$ cat config.mk
export PLATFORM = sky130hd
export DESIGN_NAME = can_error_frame_ctrl_flat
export DESIGN_NICKNAME = d
export VERILOG_FILES = /design/src/rtl/can_error_frame_ctrl_pkg.sv /design/src/rtl/can_error_frame_ctrl_if.sv /design/src/rtl/can_error_frame_ctrl_busoff_recovery.sv /design/src/rtl/can_error_frame_ctrl.sv /design/src/flat_wrapper.sv
export SDC_FILE = /design/constraint.sdc
export NUM_CORES = 1
export LEC_CHECK = 0
export CELL_PAD_IN_SITES_DETAIL_PLACEMENT = 0
export CELL_PAD_IN_SITES_GLOBAL_PLACEMENT = 1
export CORE_MARGIN = 1
export CORE_UTILIZATION = 51
export CTS_BUF_LIST = sky130_fd_sc_hd__clkbuf_4
export DETAILED_ROUTE_END_ITERATION = 10
export PLACE_DENSITY_LB_ADDON = 0.1
export SLEW_MARGIN = 0
export SYNTH_ARGS = -nofsm -noshare
export SYNTH_HDL_FRONTEND = slang
export SYNTH_SLANG_ARGS = --single-unit
$ cat constraint.sdc
create_clock -name clk -period 3.5 [get_ports clk]
set_input_delay 0.7 -clock clk [delete_from_list [all_inputs] [get_ports clk]]
set_output_delay 0.7 -clock clk [all_outputs]
set_load 0.01 [all_outputs]
$ cat src/rtl/can_error_frame_ctrl_pkg.sv
// Shared types and default lengths for the CAN error frame controller.
// All bit counts are measured in sample points.
package can_err_pkg;

   typedef enum logic [2:0] {
      IDLE,
      FLAG,
      FLAG_WAIT,
      DELIM,
      INTERMISSION,
      SUSPEND,
      BUS_OFF
   } err_state_e;

   localparam int DEF_FLAG_LEN    = 6;
   localparam int DEF_DELIM_LEN   = 8;
   localparam int DEF_IFS_LEN     = 3;
   localparam int DEF_SUSPEND_LEN = 8;
   localparam int DEF_RECOV_BITS  = 11;
   localparam int DEF_RECOV_SEQS  = 128;

   // Dominant bits after the flag that make up one REC/TEC +8 event.
   localparam int DOM_LIMIT = 8;

   localparam logic CAN_DOMINANT  = 1'b0;
   localparam logic CAN_RECESSIVE = 1'b1;

endpackage

$ cat src/rtl/can_error_frame_ctrl_if.sv
// Bit-level signals between the error frame controller, the error counter
// block and the TX mux. slave = controller side, master = surrounding logic.
interface can_error_frame_ctrl_if;

   logic sample_point;
   logic rx_bit;
   logic tx_active;
   logic error_detect;
   logic error_passive;
   logic bus_off;

   logic tx_override;
   logic tx_bit_o;
   logic err_frame_busy;
   logic frame_abort;
   logic dominant_after_flag;
   logic delim_form_error;
   logic suspend_active;
   logic clear_counters;
   can_err_pkg::err_state_e dbg_state;

   modport slave (
      input  sample_point, rx_bit, tx_active, error_detect, error_passive, bus_off,
      output tx_override, tx_bit_o, err_frame_busy, frame_abort, dominant_after_flag,
             delim_form_error, suspend_active, clear_counters, dbg_state
   );

   modport master (
      output sample_point, rx_bit, tx_active, error_detect, error_passive, bus_off,
      input  tx_override, tx_bit_o, err_frame_busy, frame_abort, dominant_after_flag,
             delim_form_error, suspend_active, clear_counters, dbg_state
   );

endinterface

$ cat src/rtl/can_error_frame_ctrl_busoff_recovery.sv
// Counts runs of RECOV_BITS consecutive recessive bits while bus-off and
// pulses o_done on the bit that completes run number RECOV_SEQS.
module can_busoff_recovery #(
   parameter int RECOV_BITS = 11,
   parameter int RECOV_SEQS = 128
) (
   input  logic clk,
   input  logic rst,
   input  logic i_clear,
   input  logic i_enable,
   input  logic i_bit,
   output logic o_done
);
   localparam int RUN_W = $clog2(RECOV_BITS) + 1;
   localparam logic [RUN_W-1:0] RUN_LAST = RUN_W'(RECOV_BITS);
   localparam logic [7:0]       SEQ_LAST = 8'(RECOV_SEQS - 1);

   logic [RUN_W-1:0] r_run_cnt;
   logic [7:0]       r_seq_cnt;
   logic [RUN_W-1:0] w_run_inc;
   logic             w_run_end;

   assign w_run_inc = r_run_cnt + 1'b1;
   assign w_run_end = i_enable && i_bit && (w_run_inc == RUN_LAST);
   // Terminal check uses the count before increment, so seq_cnt never wraps.
   assign o_done    = w_run_end && (r_seq_cnt == SEQ_LAST);

   always_ff @(posedge clk or posedge rst) begin
      if (rst) begin
         r_run_cnt <= '0;
         r_seq_cnt <= '0;
      end else if (i_clear) begin
         r_run_cnt <= '0;
         r_seq_cnt <= '0;
      end else if (i_enable) begin
         if (!i_bit) begin
            r_run_cnt <= '0;
         end else if (w_run_end) begin
            r_run_cnt <= '0;
            r_seq_cnt <= o_done ? 8'd0 : r_seq_cnt + 8'd1;
         end else begin
            r_run_cnt <= w_run_inc;
         end
      end
   end

endmodule

$ cat src/rtl/can_error_frame_ctrl.sv
// CAN error frame sequencer: flag, superposition wait, delimiter, intermission,
// suspend transmission and bus-off recovery; overrides the TX bit meanwhile.
module can_error_frame_ctrl
   import can_err_pkg::*;
#(
   parameter int FLAG_LEN    = DEF_FLAG_LEN,
   parameter int DELIM_LEN   = DEF_DELIM_LEN,
   parameter int IFS_LEN     = DEF_IFS_LEN,
   parameter int SUSPEND_LEN = DEF_SUSPEND_LEN,
   parameter int RECOV_BITS  = DEF_RECOV_BITS,
   parameter int RECOV_SEQS  = DEF_RECOV_SEQS
) (
   input  logic                 clk,
   input  logic                 rst,
   can_error_frame_ctrl_if.slave bus
);
   localparam int FLAG_W  = $clog2(FLAG_LEN) + 1;
   localparam int DOM_W   = $clog2(DOM_LIMIT) + 1;
   localparam int DELIM_W = $clog2(DELIM_LEN) + 1;
   localparam int IFS_W   = $clog2(IFS_LEN) + 1;
   localparam int SUSP_W  = $clog2(SUSPEND_LEN) + 1;

   localparam logic [FLAG_W-1:0]  FLAG_LAST  = FLAG_W'(FLAG_LEN);
   localparam logic [DOM_W-1:0]   DOM_LAST   = DOM_W'(DOM_LIMIT);
   localparam logic [DOM_W-1:0]   DOM_FIRST  = DOM_W'(1);
   localparam logic [DELIM_W-1:0] DELIM_LAST = DELIM_W'(DELIM_LEN);
   localparam logic [DELIM_W-1:0] DELIM_ONE  = DELIM_W'(1);
   localparam logic [IFS_W-1:0]   IFS_LAST   = IFS_W'(IFS_LEN);
   localparam logic [SUSP_W-1:0]  SUSP_LAST  = SUSP_W'(SUSPEND_LEN);

   err_state_e         r_state, w_state_nx;
   logic               r_was_tx, w_was_tx_nx;
   logic               r_passive, w_passive_nx;
   logic               r_last_rx, w_last_rx_nx;
   logic               r_dom_wrap, w_dom_wrap_nx;
   logic [FLAG_W-1:0]  r_flag_cnt, w_flag_nx, w_flag_inc;
   logic [FLAG_W-1:0]  r_eq_cnt, w_eq_nx;
   logic [DOM_W-1:0]   r_dom_cnt, w_dom_nx, w_dom_inc;
   logic [DELIM_W-1:0] r_delim_cnt, w_delim_nx, w_delim_inc;
   logic [IFS_W-1:0]   r_ifs_cnt, w_ifs_nx, w_ifs_inc;
   logic [SUSP_W-1:0]  r_susp_cnt, w_susp_nx, w_susp_inc;

   logic w_dominant, w_frame_abort, w_daf, w_dfe;
   logic w_rec_clear, w_rec_en, w_rec_done;

   assign w_dominant = (bus.rx_bit == CAN_DOMINANT);
   assign w_rec_en   = bus.sample_point && (r_state == BUS_OFF);

   can_busoff_recovery #(
      .RECOV_BITS (RECOV_BITS),
      .RECOV_SEQS (RECOV_SEQS)
   ) u_recov (
      .clk      (clk),
      .rst      (rst),
      .i_clear  (w_rec_clear),
      .i_enable (w_rec_en),
      .i_bit    (bus.rx_bit),
      .o_done   (w_rec_done)
   );

   always_ff @(posedge clk or posedge rst) begin
      if (rst) begin
         r_state     <= IDLE;
         r_was_tx    <= 1'b0;
         r_passive   <= 1'b0;
         r_last_rx   <= 1'b0;
         r_dom_wrap  <= 1'b0;
         r_flag_cnt  <= '0;
         r_eq_cnt    <= '0;
         r_dom_cnt   <= '0;
         r_delim_cnt <= '0;
         r_ifs_cnt   <= '0;
         r_susp_cnt  <= '0;
      end else begin
         r_state     <= w_state_nx;
         r_was_tx    <= w_was_tx_nx;
         r_passive   <= w_passive_nx;
         r_last_rx   <= w_last_rx_nx;
         r_dom_wrap  <= w_dom_wrap_nx;
         r_flag_cnt  <= w_flag_nx;
         r_eq_cnt    <= w_eq_nx;
         r_dom_cnt   <= w_dom_nx;
         r_delim_cnt <= w_delim_nx;
         r_ifs_cnt   <= w_ifs_nx;
         r_susp_cnt  <= w_susp_nx;
      end
   end

   always_comb begin
      w_state_nx    = r_state;
      w_was_tx_nx   = r_was_tx;
      w_passive_nx  = r_passive;
      w_last_rx_nx  = r_last_rx;
      w_dom_wrap_nx = r_dom_wrap;
      w_flag_nx     = r_flag_cnt;
      w_eq_nx       = r_eq_cnt;
      w_dom_nx      = r_dom_cnt;
      w_delim_nx    = r_delim_cnt;
      w_ifs_nx      = r_ifs_cnt;
      w_susp_nx     = r_susp_cnt;
      w_flag_inc    = r_flag_cnt + 1'b1;
      w_dom_inc     = r_dom_cnt + 1'b1;
      w_delim_inc   = r_delim_cnt + 1'b1;
      w_ifs_inc     = r_ifs_cnt + 1'b1;
      w_susp_inc    = r_susp_cnt + 1'b1;
      w_frame_abort = 1'b0;
      w_daf         = 1'b0;
      w_dfe         = 1'b0;
      w_rec_clear   = 1'b0;

      if (bus.sample_point) begin
         if (bus.bus_off && (r_state != BUS_OFF)) begin
            w_state_nx  = BUS_OFF;
            w_rec_clear = 1'b1;
         end else begin
            case (r_state)
               IDLE: if (bus.error_detect) begin
                  w_state_nx    = FLAG;
                  w_was_tx_nx   = bus.tx_active;
                  w_passive_nx  = bus.error_passive;
                  w_flag_nx     = '0;
                  w_eq_nx       = '0;
                  w_frame_abort = 1'b1;
               end
               FLAG: begin
                  // A passive flag only ends once the bus has been stable for FLAG_LEN bits.
                  if (r_passive) begin
                     w_last_rx_nx = bus.rx_bit;
                     if ((r_eq_cnt == '0) || (bus.rx_bit == r_last_rx)) w_eq_nx = r_eq_cnt + 1'b1;
                     else w_eq_nx = FLAG_W'(1);
                     if (w_eq_nx == FLAG_LAST) w_state_nx = FLAG_WAIT;
                  end else begin
                     w_flag_nx = w_flag_inc;
                     if (w_flag_inc == FLAG_LAST) w_state_nx = FLAG_WAIT;
                  end
                  w_dom_nx      = '0;
                  w_dom_wrap_nx = 1'b0;
               end
               FLAG_WAIT: begin
                  if (w_dominant) begin
                     if (w_dom_inc == DOM_LAST) begin
                        w_daf         = 1'b1;
                        w_dom_nx      = '0;
                        w_dom_wrap_nx = 1'b1;
                     end else begin
                        w_dom_nx = w_dom_inc;
                        w_daf    = (w_dom_inc == DOM_FIRST) && !r_dom_wrap && !r_was_tx;
                     end
                  end else begin
                     w_state_nx = DELIM;
                     w_delim_nx = DELIM_ONE;
                  end
               end
               DELIM: begin
                  if (w_dominant) begin
                     w_dfe         = 1'b1;
                     w_frame_abort = 1'b1;
                     w_state_nx    = FLAG;
                     w_passive_nx  = bus.error_passive;
                     w_flag_nx     = '0;
                     w_eq_nx       = '0;
                  end else if (w_delim_inc == DELIM_LAST) begin
                     w_state_nx = INTERMISSION;
                     w_ifs_nx   = '0;
                  end else begin
                     w_delim_nx = w_delim_inc;
                  end
               end
               INTERMISSION: begin
                  if (w_dominant || bus.error_detect) begin
                     w_state_nx = IDLE;
                  end else if (w_ifs_inc == IFS_LAST) begin
                     w_state_nx = (r_was_tx && bus.error_passive) ? SUSPEND : IDLE;
                     w_susp_nx  = '0;
                  end else begin
                     w_ifs_nx = w_ifs_inc;
                  end
               end
               SUSPEND: begin
                  if (w_dominant || bus.error_detect || (w_susp_inc == SUSP_LAST)) w_state_nx = IDLE;
                  else w_susp_nx = w_susp_inc;
               end
               BUS_OFF: if (w_rec_done) w_state_nx = IDLE;
               default: w_state_nx = IDLE;
            endcase
         end
      end
   end

   always_comb begin
      bus.tx_override         = 1'b0;
      bus.tx_bit_o            = 1'b0;
      bus.err_frame_busy      = (r_state != IDLE);
      bus.suspend_active      = (r_state == SUSPEND);
      bus.frame_abort         = w_frame_abort;
      bus.dominant_after_flag = w_daf;
      bus.delim_form_error    = w_dfe;
      bus.clear_counters      = w_rec_done;
      bus.dbg_state           = r_state;
      case (r_state)
         FLAG: begin
            bus.tx_override = 1'b1;
            bus.tx_bit_o    = r_passive ? CAN_RECESSIVE : CAN_DOMINANT;
         end
         FLAG_WAIT, DELIM, SUSPEND, BUS_OFF: begin
            bus.tx_override = 1'b1;
            bus.tx_bit_o    = CAN_RECESSIVE;
         end
         default: ;
      endcase
   end

endmodule

$ cat src/flat_wrapper.sv
// flat-port wrapper written by rule: the top's interface ports become plain ports
module can_error_frame_ctrl_flat import can_err_pkg::*;
#(
   parameter int FLAG_LEN    = DEF_FLAG_LEN,
   parameter int DELIM_LEN   = DEF_DELIM_LEN,
   parameter int IFS_LEN     = DEF_IFS_LEN,
   parameter int SUSPEND_LEN = DEF_SUSPEND_LEN,
   parameter int RECOV_BITS  = DEF_RECOV_BITS,
   parameter int RECOV_SEQS  = DEF_RECOV_SEQS
)
  (clk, rst, bus_sample_point, bus_rx_bit, bus_tx_active, bus_error_detect, bus_error_passive, bus_bus_off, bus_tx_override, bus_tx_bit_o, bus_err_frame_busy, bus_frame_abort, bus_dominant_after_flag, bus_delim_form_error, bus_suspend_active, bus_clear_counters, bus_dbg_state);
  can_error_frame_ctrl_if bus_i ();
  input  logic clk;
  input  logic rst;
  input wire logic [$bits(bus_i.sample_point)-1:0] bus_sample_point;
  input wire logic [$bits(bus_i.rx_bit)-1:0] bus_rx_bit;
  input wire logic [$bits(bus_i.tx_active)-1:0] bus_tx_active;
  input wire logic [$bits(bus_i.error_detect)-1:0] bus_error_detect;
  input wire logic [$bits(bus_i.error_passive)-1:0] bus_error_passive;
  input wire logic [$bits(bus_i.bus_off)-1:0] bus_bus_off;
  output wire logic [$bits(bus_i.tx_override)-1:0] bus_tx_override;
  output wire logic [$bits(bus_i.tx_bit_o)-1:0] bus_tx_bit_o;
  output wire logic [$bits(bus_i.err_frame_busy)-1:0] bus_err_frame_busy;
  output wire logic [$bits(bus_i.frame_abort)-1:0] bus_frame_abort;
  output wire logic [$bits(bus_i.dominant_after_flag)-1:0] bus_dominant_after_flag;
  output wire logic [$bits(bus_i.delim_form_error)-1:0] bus_delim_form_error;
  output wire logic [$bits(bus_i.suspend_active)-1:0] bus_suspend_active;
  output wire logic [$bits(bus_i.clear_counters)-1:0] bus_clear_counters;
  output wire logic [$bits(bus_i.dbg_state)-1:0] bus_dbg_state;
  assign bus_i.sample_point = bus_sample_point;
  assign bus_i.rx_bit = bus_rx_bit;
  assign bus_i.tx_active = bus_tx_active;
  assign bus_i.error_detect = bus_error_detect;
  assign bus_i.error_passive = bus_error_passive;
  assign bus_i.bus_off = bus_bus_off;
  assign bus_tx_override = bus_i.tx_override;
  assign bus_tx_bit_o = bus_i.tx_bit_o;
  assign bus_err_frame_busy = bus_i.err_frame_busy;
  assign bus_frame_abort = bus_i.frame_abort;
  assign bus_dominant_after_flag = bus_i.dominant_after_flag;
  assign bus_delim_form_error = bus_i.delim_form_error;
  assign bus_suspend_active = bus_i.suspend_active;
  assign bus_clear_counters = bus_i.clear_counters;
  assign bus_dbg_state = bus_i.dbg_state;
  can_error_frame_ctrl #(.FLAG_LEN(FLAG_LEN), .DELIM_LEN(DELIM_LEN), .IFS_LEN(IFS_LEN), .SUSPEND_LEN(SUSPEND_LEN), .RECOV_BITS(RECOV_BITS), .RECOV_SEQS(RECOV_SEQS)) u_core (.clk(clk), .rst(rst), .bus(bus_i));
endmodule
==> results.md <==
* Hold buffers post-CTS at 0
* Die area at 5980 um2
* Area grow syn2layout at 12.45%
* Io pins at 19
* WS Path Type: reg -> out
* Min cycle time layout at 3.279 ns
* Antenna-violating nets left at 0
* Final #Nets at 383
* Core Area at 5473 um2
* Fin worst setup slack at 0.2207 ns
* IO Port Bufs at 18
* CTS tree: yes
* WHS Endpoint: u_core.r_dom_wrap
* Core Util, Final at 0.5947
* Number of global-route vias before repair at 2301
* Rel. slew slack at 0.4893
* Routed wire length at 6281 um
* Die height at 77.33 um
* Crit path DAT at 2.58 ns
* Setup TNS at 0 ns
* CTS clk-pin slew, worst paths at 0.13 ns
* Critical path fanouts, max at 7
* Cell area after synthesis at 2894 um2
* Fin crit share at 0.9369
* Routed len/inst at 14.44 um
* Worst Tran Pin Value at 0.7613 ns
* Top post-synthesis cells by area: dfrtp_1 37%, ha_1 5.6%, nand2_1 5.6%
* Clock skew at 0.01068 ns
* Yosys warning count at 0
* Synth Instances at 336
* Slew Limit Fails at 0
* Post-synth EDFFs at 0
* Post-synthesis sequential area ratio at 0.3718
* Hold depth at 2
* CTS sink count at 43
* Max Cap Viol at 0
* Hold Violations, Final at 0
* Initial antenna violation count at 0
* Dominant cell type by area after synthesis: dfrtp_1
* Global-route wire length before repair at 10720 um
* Final Setup Violations at 0
* Number of antenna diodes at 0
* Routability Congestion at 0.8402
* Pwr dens at 527.5 nW/um2
* TritonCTS Buffers at 5
* Setup Fix Bufs, Post-CTS at 0
* Flop-to-flop setup slack at 1.26 ns
* PostCTS Resize Cnt at 0
* Hold WS at 0.5120 ns
* Clock Path Buffers at 2
* Layout cell share with drive strength beyond 1 at 0.1074
* GRT Total Usage at 0.2244
* Dpl hpwl at 4629 um
* Reg-to-reg critical path startpoint: u_core.bus.dbg_state[2]
* Largest net degree at the start of global routing at 24
* #FFs+latches synth at 43
* Total power at 1.717 mW
* VDD IR max at 255.2 uV
* Unrepaired setup endpoints after global routing: no
* Row count at 27
* Drc violations at 0
* Initial DRC Count at 162
* Reg2reg end: u_core.r_ifs_cnt[1]
* Mean Syn Cell Area at 8.613 um2
* Via Count at 2521
* Top-area cell type share of the netlist area at 0.3718
* Synth Flop Type: dfrtp_1
* Most frequent cells in the layout: 43 x nand2_1, 43 x dfrtp_1, 31 x nor2_1, 29 x o21ai_0, 18 x clkdlybuf4s50_1
* Global route overflow at 0
* DR pass1 iterations at 6
* Fmax at 304.9 MHz
* CTS H-tree lvls at 2
* Setup crit start kind: register
* CP Capture Type: output pin
* Worst EP required at 2.80 ns
* Starting Density at 0.5288
* CP max stage delay at 0.54 ns
* Synth async-reset ratio at 1.000
* Slowest cell on the critical path: or4_1
* Clock latency on the worst-skew pair at 0.36 ns
* Lkg Pwr at 1.392 nW
* CTS Root Cell: clkbuf_4
* Net count after synthesis at 357
* Critical path cell sequence: ha_1 -> or4_1 -> o21ai_2 -> nand2_1 -> nor2_1 -> clkdlybuf4s50_1
* Hold path startpoint: u_core.r_dom_wrap
* DIE WIDTH at 77.33 um
* R2R cell count at 5
* Hold WC Path Type: reg -> reg
* Pre-CTS WS at 0.3456 ns
* Yosys cell types at 62
* Status: finished, final reports clean
* Vias per cell at 5.795
cells by family (layout without fill, tap and decap cells):
| kind of cell | after synthesis | after routing | share of synthesized area |
|---|---|---|---|
| buf+inv | 28 | 55 | 0.04712 |
| xor+xnor | 8 | 8 | 0.02421 |
| flops | 43 | 43 | 0.3718 |
| compound gates | 88 | 88 | 0.1997 |
| fa+ha+maj | 13 | 13 | 0.05621 |
| mux | 8 | 8 | 0.02983 |
| simple gates | 148 | 148 | 0.2711 |
metal layers:
| layer | share of wire | up-vias | global-route usage |
|---|---|---|---|
| met5 | 0 | - | 0 |
| met4 | 0.016 | 0 | 0.08491 |
| met3 | 0.028 | 9 | 0.03412 |
| met2 | 0.46 | 47 | 0.3584 |
| met1 | 0.50 | 1200 | 0.3062 |
| li1 | - | 1265 | - |
critical path: cells and delay by family, from the launching register on:
kind,cells,cell delay (ns)
and+or+nand+nor,3,0.82
buffers and inverters,1,0.54
adders and majority gates,1,0.27
DFF,1,0.46
AOI/OAI and AO/OA,1,0.13
registers in the layout (all words and copies together) (netlist names), 3 cells and up:
signal / cells
u_core.u_recov.r_seq_cnt: 8
u_core.u_recov.r_run_cnt: 5
u_core.r_delim_cnt: 4
u_core.r_dom_cnt: 4
u_core.r_eq_cnt: 4
u_core.r_flag_cnt: 4
u_core.r_susp_cnt: 4
u_core.bus.dbg_state: 3
u_core.r_ifs_cnt: 3
power breakdown:
group | internal [mW] | leakage [nW] | switching, mW | total (mW)
logic | 0.294 | 0.777 | 0.356 | 0.650
registers | 0.589 | 0.573 | 0.165 | 0.754
clock network | 0.147 | 0.0426 | 0.166 | 0.313
stage by stage:
step,instance area [um2],std cells
2_1_floorplan,2894,336
3_3_place_gp,3178,427
3_5_place_dp,3178,427
4_1_cts,3254,435
5_1_grt,3254,435
6_report,3254,435
area by class of cell:
| class | instances | area (um2) |
|---|---|---|
| inverters | 18 | 67.56 |
| multi-input cells | 265 | 1682 |
| well taps | 72 | 90.09 |
| clock buffers | 5 | 37.54 |
| clock inverters | 3 | 38.79 |
| flip-flops and latches | 43 | 1076 |
| repair buffers | 29 | 262.8 |
| fillers | 507 | 2218 |
Yosys cell counts (3+ instances only):
library cell and number:
a21oi_1 14, a22o_1 6, a2bb2oi_1 3, a31oi_1 4, and3_1 3, buf_2 4
buf_6 3, dfrtp_1 43, ha_1 13, inv_1 17, mux2_2 5, mux2i_1 3
nand2_1 43, nand2_2 3, nand2b_1 6, nand3_1 16, nand3b_1 3, nand4_1 5
nor2_1 31, nor2b_1 5, nor3_1 9, nor3b_1 3, o211ai_1 4, o21ai_0 29
o21ai_1 3, o31ai_1 3, or3_1 6, xnor2_1 4, xor2_1 4
how the worst max path moves through the flow:
stage	start	end	depth (start not counted)
final	u_core.u_recov.r_run_cnt[0]	bus_clear_counters	6
after CTS	u_core.u_recov.r_run_cnt[0]	bus_clear_counters	6
after global placement	bus_sample_point	bus_dominant_after_flag	5
after floorplan	bus_bus_off	bus_dominant_after_flag	4
after detailed placement	bus_sample_point	bus_dominant_after_flag	5
after global routing	u_core.u_recov.r_run_cnt[0]	bus_clear_counters	6
(Power assumes the default switching activity.)
